`config.mk`:
```
export PLATFORM = sky130hd
export DESIGN_NAME = pool1_reader
export DESIGN_NICKNAME = d
export VERILOG_FILES = /design/src/rtl/pool1_reader.sv
export SDC_FILE = /design/constraint.sdc
export NUM_CORES = 1
export LEC_CHECK = 0
export ABC_AREA = 1
export ABC_CLOCK_PERIOD_IN_PS = 9300
export CORE_MARGIN = 5
export CORE_UTILIZATION = 57
export CTS_BUF_LIST = sky130_fd_sc_hd__clkbuf_4 sky130_fd_sc_hd__clkbuf_8
export DETAILED_ROUTE_END_ITERATION = 16
export PLACE_DENSITY = 0.83
export SYNTH_ARGS = -nofsm -noshare
export SYNTH_HDL_FRONTEND = slang
export SYNTH_SLANG_ARGS = --single-unit
```
`constraint.sdc`:
```
create_clock -name clk -period 9.3 [get_ports clk]
set_input_delay 1.86 -clock clk [delete_from_list [all_inputs] [get_ports clk]]
set_output_delay 1.86 -clock clk [all_outputs]
set_load 0.01 [all_outputs]
```
`src/rtl/pool1_reader.sv`:
```
// pool1_reader: streams an f2 feature map through 2x2 windows and emits the
// per-lane signed maximum of each window (six 16-bit lanes in parallel).
module pool1_reader #(
    parameter int unsigned MAP_W = 28,
    parameter int unsigned AW    = 10,
    parameter int unsigned PW    = 8
) (
    input  logic          clk,
    input  logic          rst,
    input  logic          start,
    output logic          busy,
    output logic          f2_rd_en,
    output logic [AW-1:0] f2_raddr,
    input  logic [95:0]   f2_rdata,
    output logic          p_valid,
    output logic [95:0]   p_data,
    output logic [PW-1:0] p_addr,
    output logic          done
);

    localparam int unsigned HALF  = MAP_W / 2;
    localparam int unsigned CW    = (HALF > 1) ? $clog2(HALF) : 1;
    localparam int unsigned LANES = 6;
    localparam int unsigned LW    = 16;

    typedef enum logic [1:0] {IDLE, READ, DRAIN} state_t;

    state_t          r_state;
    state_t          w_next;

    // read-side window position of the read currently on f2_raddr
    logic [CW-1:0]   r_pr;
    logic [CW-1:0]   r_pc;
    logic [1:0]      r_el;
    logic [PW-1:0]   r_win;

    // one-cycle-delayed tags aligned with returning f2_rdata
    logic            r_cap;
    logic [1:0]      r_cap_el;
    logic [PW-1:0]   r_cap_win;
    logic            r_cap_last;

    logic [95:0]     r_acc;
    logic            r_busy;
    logic            r_rd_en;
    logic [AW-1:0]   r_raddr;
    logic            r_pvalid;
    logic [95:0]     r_pdata;
    logic [PW-1:0]   r_paddr;
    logic            r_done;

    logic            w_last_rd;
    logic [CW-1:0]   w_pr_n;
    logic [CW-1:0]   w_pc_n;
    logic [1:0]      w_el_n;
    int unsigned     w_addr_n;
    logic [95:0]     w_max;

    assign busy     = r_busy;
    assign f2_rd_en = r_rd_en;
    assign f2_raddr = r_raddr;
    assign p_valid  = r_pvalid;
    assign p_data   = r_pdata;
    assign p_addr   = r_paddr;
    assign done     = r_done;

    // state register
    always_ff @(posedge clk or posedge rst) begin
        if (rst) r_state <= IDLE;
        else     r_state <= w_next;
    end

    // next-state logic
    always_comb begin
        w_next = r_state;
        case (r_state)
            IDLE:    if (start)     w_next = READ;
            READ:    if (w_last_rd) w_next = DRAIN;
            DRAIN:   if (r_done)    w_next = IDLE;
            default: w_next = IDLE;
        endcase
    end

    // next window position and its row-major f2 address
    always_comb begin
        w_last_rd = (r_state == READ) && (r_el == 2'd3) &&
                    (r_pc == CW'(HALF - 1)) && (r_pr == CW'(HALF - 1));
        w_el_n = r_el + 2'd1;
        w_pc_n = r_pc;
        w_pr_n = r_pr;
        if (r_el == 2'd3) begin
            if (r_pc == CW'(HALF - 1)) begin
                w_pc_n = '0;
                w_pr_n = r_pr + CW'(1);
            end else begin
                w_pc_n = r_pc + CW'(1);
            end
        end
        w_addr_n = 2 * 32'(w_pr_n) * MAP_W + 2 * 32'(w_pc_n) +
                   (w_el_n[1] ? MAP_W : 0) + 32'(w_el_n[0]);
    end

    // per-lane signed maximum of accumulator and returning pixel
    always_comb begin
        w_max = '0;
        for (int l = 0; l < int'(LANES); l++) begin
            if ($signed(r_acc[l*LW +: LW]) > $signed(f2_rdata[l*LW +: LW]))
                w_max[l*LW +: LW] = r_acc[l*LW +: LW];
            else
                w_max[l*LW +: LW] = f2_rdata[l*LW +: LW];
        end
    end

    // read issue, capture pipeline, accumulation and result registers
    always_ff @(posedge clk or posedge rst) begin
        if (rst) begin
            r_pr       <= '0;
            r_pc       <= '0;
            r_el       <= '0;
            r_win      <= '0;
            r_cap      <= 1'b0;
            r_cap_el   <= '0;
            r_cap_win  <= '0;
            r_cap_last <= 1'b0;
            r_acc      <= '0;
            r_busy     <= 1'b0;
            r_rd_en    <= 1'b0;
            r_raddr    <= '0;
            r_pvalid   <= 1'b0;
            r_pdata    <= '0;
            r_paddr    <= '0;
            r_done     <= 1'b0;
        end else begin
            r_pvalid   <= 1'b0;
            r_done     <= 1'b0;
            r_cap      <= r_rd_en;
            r_cap_el   <= r_el;
            r_cap_win  <= r_win;
            r_cap_last <= w_last_rd;

            case (r_state)
                IDLE: begin
                    if (start) begin
                        r_busy  <= 1'b1;
                        r_rd_en <= 1'b1;
                        r_raddr <= '0;
                        r_pr    <= '0;
                        r_pc    <= '0;
                        r_el    <= '0;
                        r_win   <= '0;
                    end
                end
                READ: begin
                    if (w_last_rd) begin
                        r_rd_en <= 1'b0;
                        r_raddr <= '0;
                        r_pr    <= '0;
                        r_pc    <= '0;
                        r_el    <= '0;
                        r_win   <= '0;
                    end else begin
                        r_pr    <= w_pr_n;
                        r_pc    <= w_pc_n;
                        r_el    <= w_el_n;
                        r_raddr <= AW'(w_addr_n);
                        if (r_el == 2'd3) r_win <= r_win + PW'(1);
                    end
                end
                DRAIN: begin
                    if (r_done) r_busy <= 1'b0;
                end
                default: ;
            endcase

            if (r_cap) begin
                if (r_cap_el == 2'd0) r_acc <= f2_rdata;
                else                  r_acc <= w_max;
                if (r_cap_el == 2'd3) begin
                    r_pvalid <= 1'b1;
                    r_pdata  <= w_max;
                    r_paddr  <= r_cap_win;
                    r_done   <= r_cap_last;
                end
            end
        end
    end

endmodule

```
== After elaboration in Yosys (flattened, before gate mapping) ==
Index checks and enable logic that the tools add are counted.
Storage, ports and cells
  register bits: 246
  logic and storage cells: 94
  output and inout bits: 118
  input bits: 99
Cells by class
  multipliers: 1
  reductions and logical operators: 13
  muxes and demuxes: 40
  $lt $le $gt $ge: 6
  equality and inequality tests: 10
  $add $sub $neg: 7
Operators by type and width (count)
  > comparator 16 bit: 6
  two-way mux 16 bit: 6
  two-way mux 96 bit: 1
  two-way mux 4 bit: 7
  two-way mux 8 bit: 3
  adder 10 x 5 -> 10 bit: 2
  two-way mux 10 bit: 2
  one-hot mux 10 bit (2 select lines): 1
  one-hot mux 4 bit (2 select lines): 2
  one-hot mux 8 bit (2 select lines): 1
  AND reduction 3 bit: 4
  adder 10 x 1 -> 10 bit: 1
  two-way mux 2 bit: 5
  adder 4 x 1 -> 4 bit, second input constant: 2
  adder 8 x 1 -> 8 bit, second input constant: 1
  == test 4 bit, second input constant: 2
  multiplier 4 x 3 -> 7 bit, second input constant: 1
  two-way mux 1 bit: 7
  == test 2 bit, second input constant: 3
  != test 2 bit, second input constant: 3
  one-hot mux 2 bit (3 select lines): 1
  two-way mux 5 bit: 1
  logical NOT 2 bit: 2
  one-hot mux 1 bit (2 select lines): 2
  7 further kinds: 11

== Depth between registers and ports, before layout ==
Gate-level depths: netlist of the first run.
  word-level depth: 9
  depth in mapped cells: 23
  depth with buffers taken out: 23

== Least setup slack after synthesis of the first run ==
No wires, ideal clock.
  kind: input -> register
  start: input port f2_rdata[31]
  end: register r_acc[17]
  arrival time: 3.270 ns
  stages on the path: 14
  data required time: 9.183 ns
  slack: 5.913 ns
  setup time: 0.117 ns
  path buffers: 1
  cells stage by stage: inv_1 -> ha_1 -> nand2_1 -> o21bai_1 -> nand2_1 -> a21oi_2 -> nand2_1 -> nand2_2 -> nand3_4 -> buf_6 -> nand2_1 -> nand3_1 -> nand2_1 -> nand2_1
Between the ends
  word-level cells in the longest chain between the ends: 3
Ends and longest elaborated chain
  from (decl): RTL line 14  | input logic [95:0] f2_rdata,
  > comparator 16 bit: RTL line 107  | if ($signed(r_acc[l*LW +: LW]) > $signed(f2_rdata[l*LW +: LW]))
  two-way mux 16 bit: RTL line 107
  two-way mux 96 bit: RTL line 176  | if (r_cap_el == 2'd0) r_acc <= f2_rdata;
  to (signal assigned): RTL line 176
  to (signal assigned): RTL line 177  | else r_acc <= w_max;
  to (decl): RTL line 43  | logic [95:0] r_acc;
Every way passes these cells.
A chain may end at the register's enable or synchronous reset.

== Final worst setup path of the first run ==
  start: input port f2_rdata[15]
  end: register r_pdata[11] (netlist: p_data[11])
Between the ends
  word-level cells in the longest chain between the ends: 2
Ends and longest elaborated chain
  > comparator 16 bit: RTL line 107
  two-way mux 16 bit: RTL line 107
  to (signal assigned): RTL line 180  | r_pdata <= w_max;
  to (decl): RTL line 48  | logic [95:0] r_pdata;
Every way passes these cells.

==> results.sh, run 1 <==
export IMPL_path_class="primary input to register"
export IMPL_core_um2=26880
export IMPL_wl_per_cell_um=16.17
export IMPL_yosys_cell_types_count=42
export IMPL_port_buffer_count=216
export IMPL_synth_cells=2065
export IMPL_cts_htree_levels=2
export IMPL_postCtsResizedCells=0
export IMPL_die_area_um2=30560
export IMPL_grt_max_degree=106
export IMPL_timing_final_crit_period_ps=4144
export IMPL_hold_viol=0
export IMPL_synth_nets=2279
export IMPL_n_fill_cell=2170
export IMPL_maxCapViolations=0
export IMPL_status="completed"
export IMPL_clk_pin_slew_ps=60
export IMPL_die_x_um=174.8
export IMPL_die_h_um=174.8
export IMPL_slew_violations=0
export IMPL_switching_share=0.2690
export IMPL_syn_to_final_growth_pct=19.98
export IMPL_synth_warnings=0
export IMPL_worstPathRequired_ps=9780
export IMPL_initial_utilization=0.5761
export IMPL_fmax_mhz=241.3
export IMPL_antenna_found_initial=4
export IMPL_hp_class="register to register"
export IMPL_row_count=60
export IMPL_numCtsBuffers=43
export IMPL_cts_hold_buffers_added=0
export IMPL_clock_sinks=244
export IMPL_synth_avg_cell_area_um2=7.498
export IMPL_final_setup_tns_ps=0
export IMPL_worstPathMaxFanout=17
export IMPL_maxSlewHeadroom=0.1986
export IMPL_fin_worst_skew_ps=11.13
export IMPL_peakVddDrop_mv=0.1161
export IMPL_timing_final_crit_share=0.4456
export IMPL_syn_cell_area_um2=15480
export IMPL_clkPwrFrac=0.430
export IMPL_vias=14569
export IMPL_yosys_register_bits=244
export IMPL_combPwrFrac=0.128
export IMPL_place_hpwl_mm=28.01
export IMPL_antennaDiodeCount=0
export IMPL_overflow=0
export IMPL_dr_pass1_iters=5
export IMPL_grt_use_total=0.2728
export IMPL_num_io_pins=217
export IMPL_grt_pass1_wl_mm=70.46
export IMPL_fin_area_um2=18580
export IMPL_p_int_mw=1.756
export IMPL_worstPathArrival_ps=4630
export IMPL_grt_pass1_vias=14588
export IMPL_remaining_drc_errors=0
export IMPL_p_sw_mw=0.6461
export IMPL_clock_root_buffer="clkbuf_8"
export IMPL_cts_buffer_depth=3
export IMPL_leakage_nw=9.499
export IMPL_yosysSeqAreaShare=0.3943
export IMPL_ant_nets=0
export IMPL_insertion_delay_ps=560
export IMPL_cts_tree="yes"
export IMPL_rsz0062_at_grt="false"
export IMPL_worst_slew_pin_slew_ps=1202
export IMPL_whs_ps=386.3
export IMPL_seq_power_share=0.442
export IMPL_p_per_area_nw_per_um2=129.3
export IMPL_place_congestion=0.8649
export IMPL_finalSetupViolCount=0
export IMPL_drt_iter0_markers=1235
export IMPL_dpl_cell_area_um2=17680
export IMPL_cp_start_kind="primary input"
export IMPL_postCtsSetupBuffers=0
export IMPL_drive_gt1_frac=0.08190
export IMPL_drt_wl_total_mm=42.23
export IMPL_fin_nets=2456
export IMPL_drt_vias_per_instance=5.578
export IMPL_crit_path_end_kind="register"
[worst paths after layout]
kind | end | cells past startpoint | slack [ps] | from
hold / removal | r_cap_win[4] | 0 | 390 | r_win[4]
setup / recovery | p_data[11] | 12 | 5160 | f2_rdata[15]
setup reg to reg | f2_raddr[9] | 19 | 5700 | r_el[0]
min in group asynchronous | p_data[71] | 2 | 1790 | rst
hold reg to reg | r_cap_win[4] | 0 | 390 | r_win[4]
max in group asynchronous | p_data[44] | 3 | 6000 | rst
[cells in the mapped netlist, drive strengths merged]
cell type / n / area (µm²)
nand2: 948 / 3914
o22ai: 3 / 18.77
and3: 1 / 6.260
fa: 4 / 80.08
nand4: 104 / 656.9
buf: 39 / 275.3
a21o: 6 / 45.04
a21oi: 129 / 664.4
nand3: 130 / 823.3
a32o: 1 / 10.01
a22o: 3 / 26.28
nor3b: 1 / 7.510
o21bai: 2 / 15.01
nand3b: 1 / 7.510
nor2: 61 / 241.5
dfrtp: 244 / 6106
ha: 111 / 1389
o21a: 1 / 7.510
inv: 178 / 668.1
nor3: 10 / 105.1
o21ai: 26 / 141.4
or2: 2 / 12.52
o31ai: 2 / 15.01
clkbuf: 52 / 195.2
xor2: 6 / 52.55
[placed cells by master (no fill, tap or decap), types with 2 or more instances in the layout]
cell and count:
nand2_1 894, dfrtp_1 244, clkdlybuf4s50_1 216, inv_1 172
a21oi_1 124, ha_1 111, nand4_1 103, nand3_1 103
nor2_1 57, clkbuf_8 56, nand2_4 44, nand3_2 22
o21ai_0 17, nand2_2 10, clkbuf_4 10, o21ai_1 8
buf_4 7, a21o_1 6, xor2_1 6, clkinv_2 6
nor3_4 5, a21oi_2 5, nand3_4 5, nor3_1 4
fa_1 4, a22o_1 3, o22ai_1 3, clkinvlp_4 3
inv_2 2, nor2_2 2, o31ai_1 2, nor2_4 2
o21bai_1 2
[flip-flops by register name, indices dropped and copies added, names as in the netlist]
register	flops
p_addr	8
r_cap_last	1
f2_rd_en	1
r_cap	1
r_acc	96
r_pr	4
done	1
p_data	96
r_win	8
r_pc	4
r_state	2
f2_raddr	8
p_valid	1
r_cap_win	8
r_cap_el	2
busy	1
r_el	2
[cells by family after synthesis]
group,synth area share
simple gates,0.3729
xor+xnor,0.003394
compound gates,0.06093
flops,0.3943
fa+ha+maj,0.09487
buf+inv,0.07354
[critical path, stage by stage]
cell	delay, ps
clkdlybuf4s50_1	540
inv_1	80
ha_1	370
a21oi_1	210
o21ai_1	100
a21oi_2	140
nand3_2	370
nand3_4	500
nand2_1	160
nand2_1	130
nand2_1	60
nand2_1	90
[power groups by stage]
| stage | Clock (mW) | Sequential [mW] | Combinational, mW |
|---|---|---|---|
| floorplan | 0 | 1.08 | 0.211 |
| global placement | 0 | 1.08 | 0.297 |
| detailed placement | 0 | 1.08 | 0.305 |
| CTS | 1.06 | 1.06 | 0.307 |
| global route | 1.11 | 1.06 | 0.347 |
| finish | 1.03 | 1.06 | 0.308 |
[metrics by stage]
| stage | std cells | util | total power, mW | setup WS [ps] |
|---|---|---|---|---|
| detailed placement | 2538 | 0.6580 | 1.386 | 4721 |
| global placement | 2538 | 0.6580 | 1.378 | 4750 |
| finish | 2612 | 0.6912 | 2.402 | 5156 |
| floorplan | 2065 | - | 1.293 | 738.5 |
| global route | 2612 | 0.6912 | 2.516 | 5041 |
| CTS | 2612 | 0.6912 | 2.425 | 5234 |
[cell type report]
cell class              instances  area [µm²]  share of cell area
inverters                     178       684.4             0.03684
flip-flops and latches        244        6106              0.3287
well taps                     341       426.7             0.02297
repair buffers                223        2215              0.1192
clock inverters                 8       47.55            0.002559
clock buffers                  66       845.8             0.04553
multi-input cells            1552        8253              0.4442
[layer usage]
metal  global-route usage  share of wire
met2               0.4578           0.48
met3              0.05214          0.066
met1               0.3546           0.43
met4              0.09853          0.026
met5                    0         0.0013
No activity file was read; power rests on OpenSTA's default activity.
==> run 2, diff against run 1 <==
Settings changed: ABC_CLOCK_PERIOD_IN_PS 9300 to 3900.
Clock period 9.3 ns to 3.9 ns, I/O delays scaled along.
==> run 2 against run 1 <==
Design area rose by 1.8%. Combinational power up 140%. Worst hold slack worse by 9.6 ps. Highest routed layer unchanged.
==> results.sh, run 2 (same netlist as run 1, synthesis figures left out) <==
export IMPL_grt_use_total=0.2696
export IMPL_crit_path_end_kind="register"
export IMPL_syn_to_final_growth_pct=22.08
export IMPL_postCtsResizedCells=0
export IMPL_worstPathMaxFanout=8
export IMPL_whs_ps=376.7
export IMPL_path_class="register to register"
export IMPL_drt_iter0_markers=1230
export IMPL_cts_buffer_depth=3
export IMPL_die_area_um2=30560
export IMPL_grt_pass1_wl_mm=69.54
export IMPL_fin_worst_skew_ps=19.62
export IMPL_place_hpwl_mm=28.65
export IMPL_leakage_nw=9.672
export IMPL_overflow=0
export IMPL_layout_commonest_cell="nand2_1"
export IMPL_dr_pass1_iters=6
export IMPL_worst_slew_pin_slew_ps=1161
export IMPL_cts_tree="yes"
export IMPL_die_h_um=174.8
export IMPL_port_buffer_count=216
export IMPL_drt_wl_total_mm=42.12
export IMPL_p_per_area_nw_per_um2=316.7
export IMPL_vias=14612
export IMPL_fin_nets=2477
export IMPL_timing_rr_end="f2_raddr[9]"
export IMPL_grt_pass1_vias=14486
export IMPL_cts_htree_levels=2
export IMPL_grt_max_degree=98
export IMPL_r2r_start="r_el[0]"
export IMPL_timing_final_crit_share=0.8858
export IMPL_crit_chain="ha_1 > nand2_1 > inv_2 > nand3_2 > nor2_4 > nand2_1 > o21ai_1 > xor2_1 > inv_1 > fa_1 > inv_1 > fa_1 > nor2_1 > o21ai_0 > nor2_1 > inv_1 > o21ai_0 > nand2_1 > o21ai_0"
export IMPL_antenna_found_initial=7
export IMPL_maxSlewHeadroom=0.2257
export IMPL_final_core_util=0.7034
export IMPL_numCtsBuffers=43
export IMPL_row_count=60
export IMPL_hold_end="r_cap_win[6]"
export IMPL_clock_root_buffer="clkbuf_8"
export IMPL_crit_path_start="r_el[0]"
export IMPL_fmax_mhz=289.5
export IMPL_fin_area_um2=18900
export IMPL_drt_vias_per_instance=5.535
export IMPL_cts_hold_buffers_added=0
export IMPL_r2r_slack_ps=450
export IMPL_min_delay_start="r_win[6]"
export IMPL_min_path_cells=0
export IMPL_num_io_pins=217
export IMPL_n_fill_cell=2103
export IMPL_max_stage_delay_ps=500
export IMPL_remaining_drc_errors=0
export IMPL_wl_per_cell_um=15.95
export IMPL_drive_gt1_frac=0.09229
export IMPL_ant_nets=0
export IMPL_dpl_cell_area_um2=17900
export IMPL_finalSetupViolCount=0
export IMPL_worstPathArrival_ps=3930
export IMPL_slew_violations=0
export IMPL_postCtsSetupBuffers=0
export IMPL_hp_class="register to register"
export IMPL_peakVddDrop_mv=0.3708
export IMPL_core_um2=26880
export IMPL_clk_pin_slew_ps=60
export IMPL_rsz0062_at_grt="false"
export IMPL_instances_no_fill=2640
export IMPL_maxCapViolations=0
export IMPL_initial_utilization=0.5761
export IMPL_place_congestion=0.8690
export IMPL_clock_sinks=244
export IMPL_insertion_delay_ps=560
export IMPL_worstPathRequired_ps=4370
export IMPL_dp_cells=2559
export IMPL_hold_viol=0
export IMPL_worst_r2r_path_depth=19
export IMPL_mostFrequentLayoutCells="nand2_1, dfrtp_1, clkdlybuf4s50_1, inv_1, a21oi_1"
export IMPL_die_x_um=174.8
export IMPL_timing_final_crit_period_ps=3454
export IMPL_cp_start_kind="register"
export IMPL_crit_path_top_delay_cell="fa_1"
export IMPL_status="completed"
==> run 2: area by class of cell <==
type,count,area [µm²],area share
antenna,2,5.005,0.0002648
clock buffer,66,852.1,0.04508
clock inverter,13,146.4,0.007744
inverter,178,679.4,0.03594
multi-input combinational,1552,8253,0.4366
sequential,244,6106,0.3230
tap,341,426.7,0.02257
timing repair buffer,244,2435,0.1288
==> run 2: per-layer routing <==
layer  share of wire  vias up  GRT usage  wire [µm]
li1                -     7061          -          -
met1            0.41     6857     0.3419      17390
met2            0.49      588     0.4642      20510
met3           0.075       98    0.05885       3160
met4           0.024        8    0.08216       1003
met5          0.0014        -          0         59
==> run 2: through the flow <==
step | setup WS, ps | setup TNS [ps] | total power [mW]
3_5_place_dp | 437.7 | 0 | 3.322
3_3_place_gp | 505.1 | 0 | 3.301
4_1_cts | 442.8 | 0 | 6.041
6_report | 445.6 | 0 | 5.987
5_1_grt | 74.44 | 0 | 6.254
2_1_floorplan | -83.78 | -20440 | 3.083
==> run 2: how the worst max path moves through the flow <==
| stage | to | slack [ps] | cells past startpoint |
|---|---|---|---|
| 2_1_floorplan | busy | -80 | 1 |
| 3_3_place_gp | p_data[45] | 510 | 11 |
| 3_5_place_dp | f2_raddr[9] | 440 | 19 |
| 4_1_cts | f2_raddr[9] | 440 | 19 |
| 5_1_grt | f2_raddr[9] | 70 | 19 |
| 6_report | f2_raddr[9] | 450 | 19 |
==> run 2: worst max-delay path: cells and delay by family (launching register included) <==
kind	cells	cell delay (ps)
AO/OA/AOI/OAI	4	600
XOR/XNOR	1	190
adder cells (fa/ha/maj)	3	1170
buffers and inverters	4	300
flip-flops	1	400
AND/OR/NAND/NOR	7	710
==> run 2: power by group <==
part	total (mW)	internal (mW)	switching, mW	leakage [nW]
sequential	2.53	2.53	0	2.31
combinational	0.748	0.292	0.456	6.83
clock	2.71	1.60	1.11	0.530
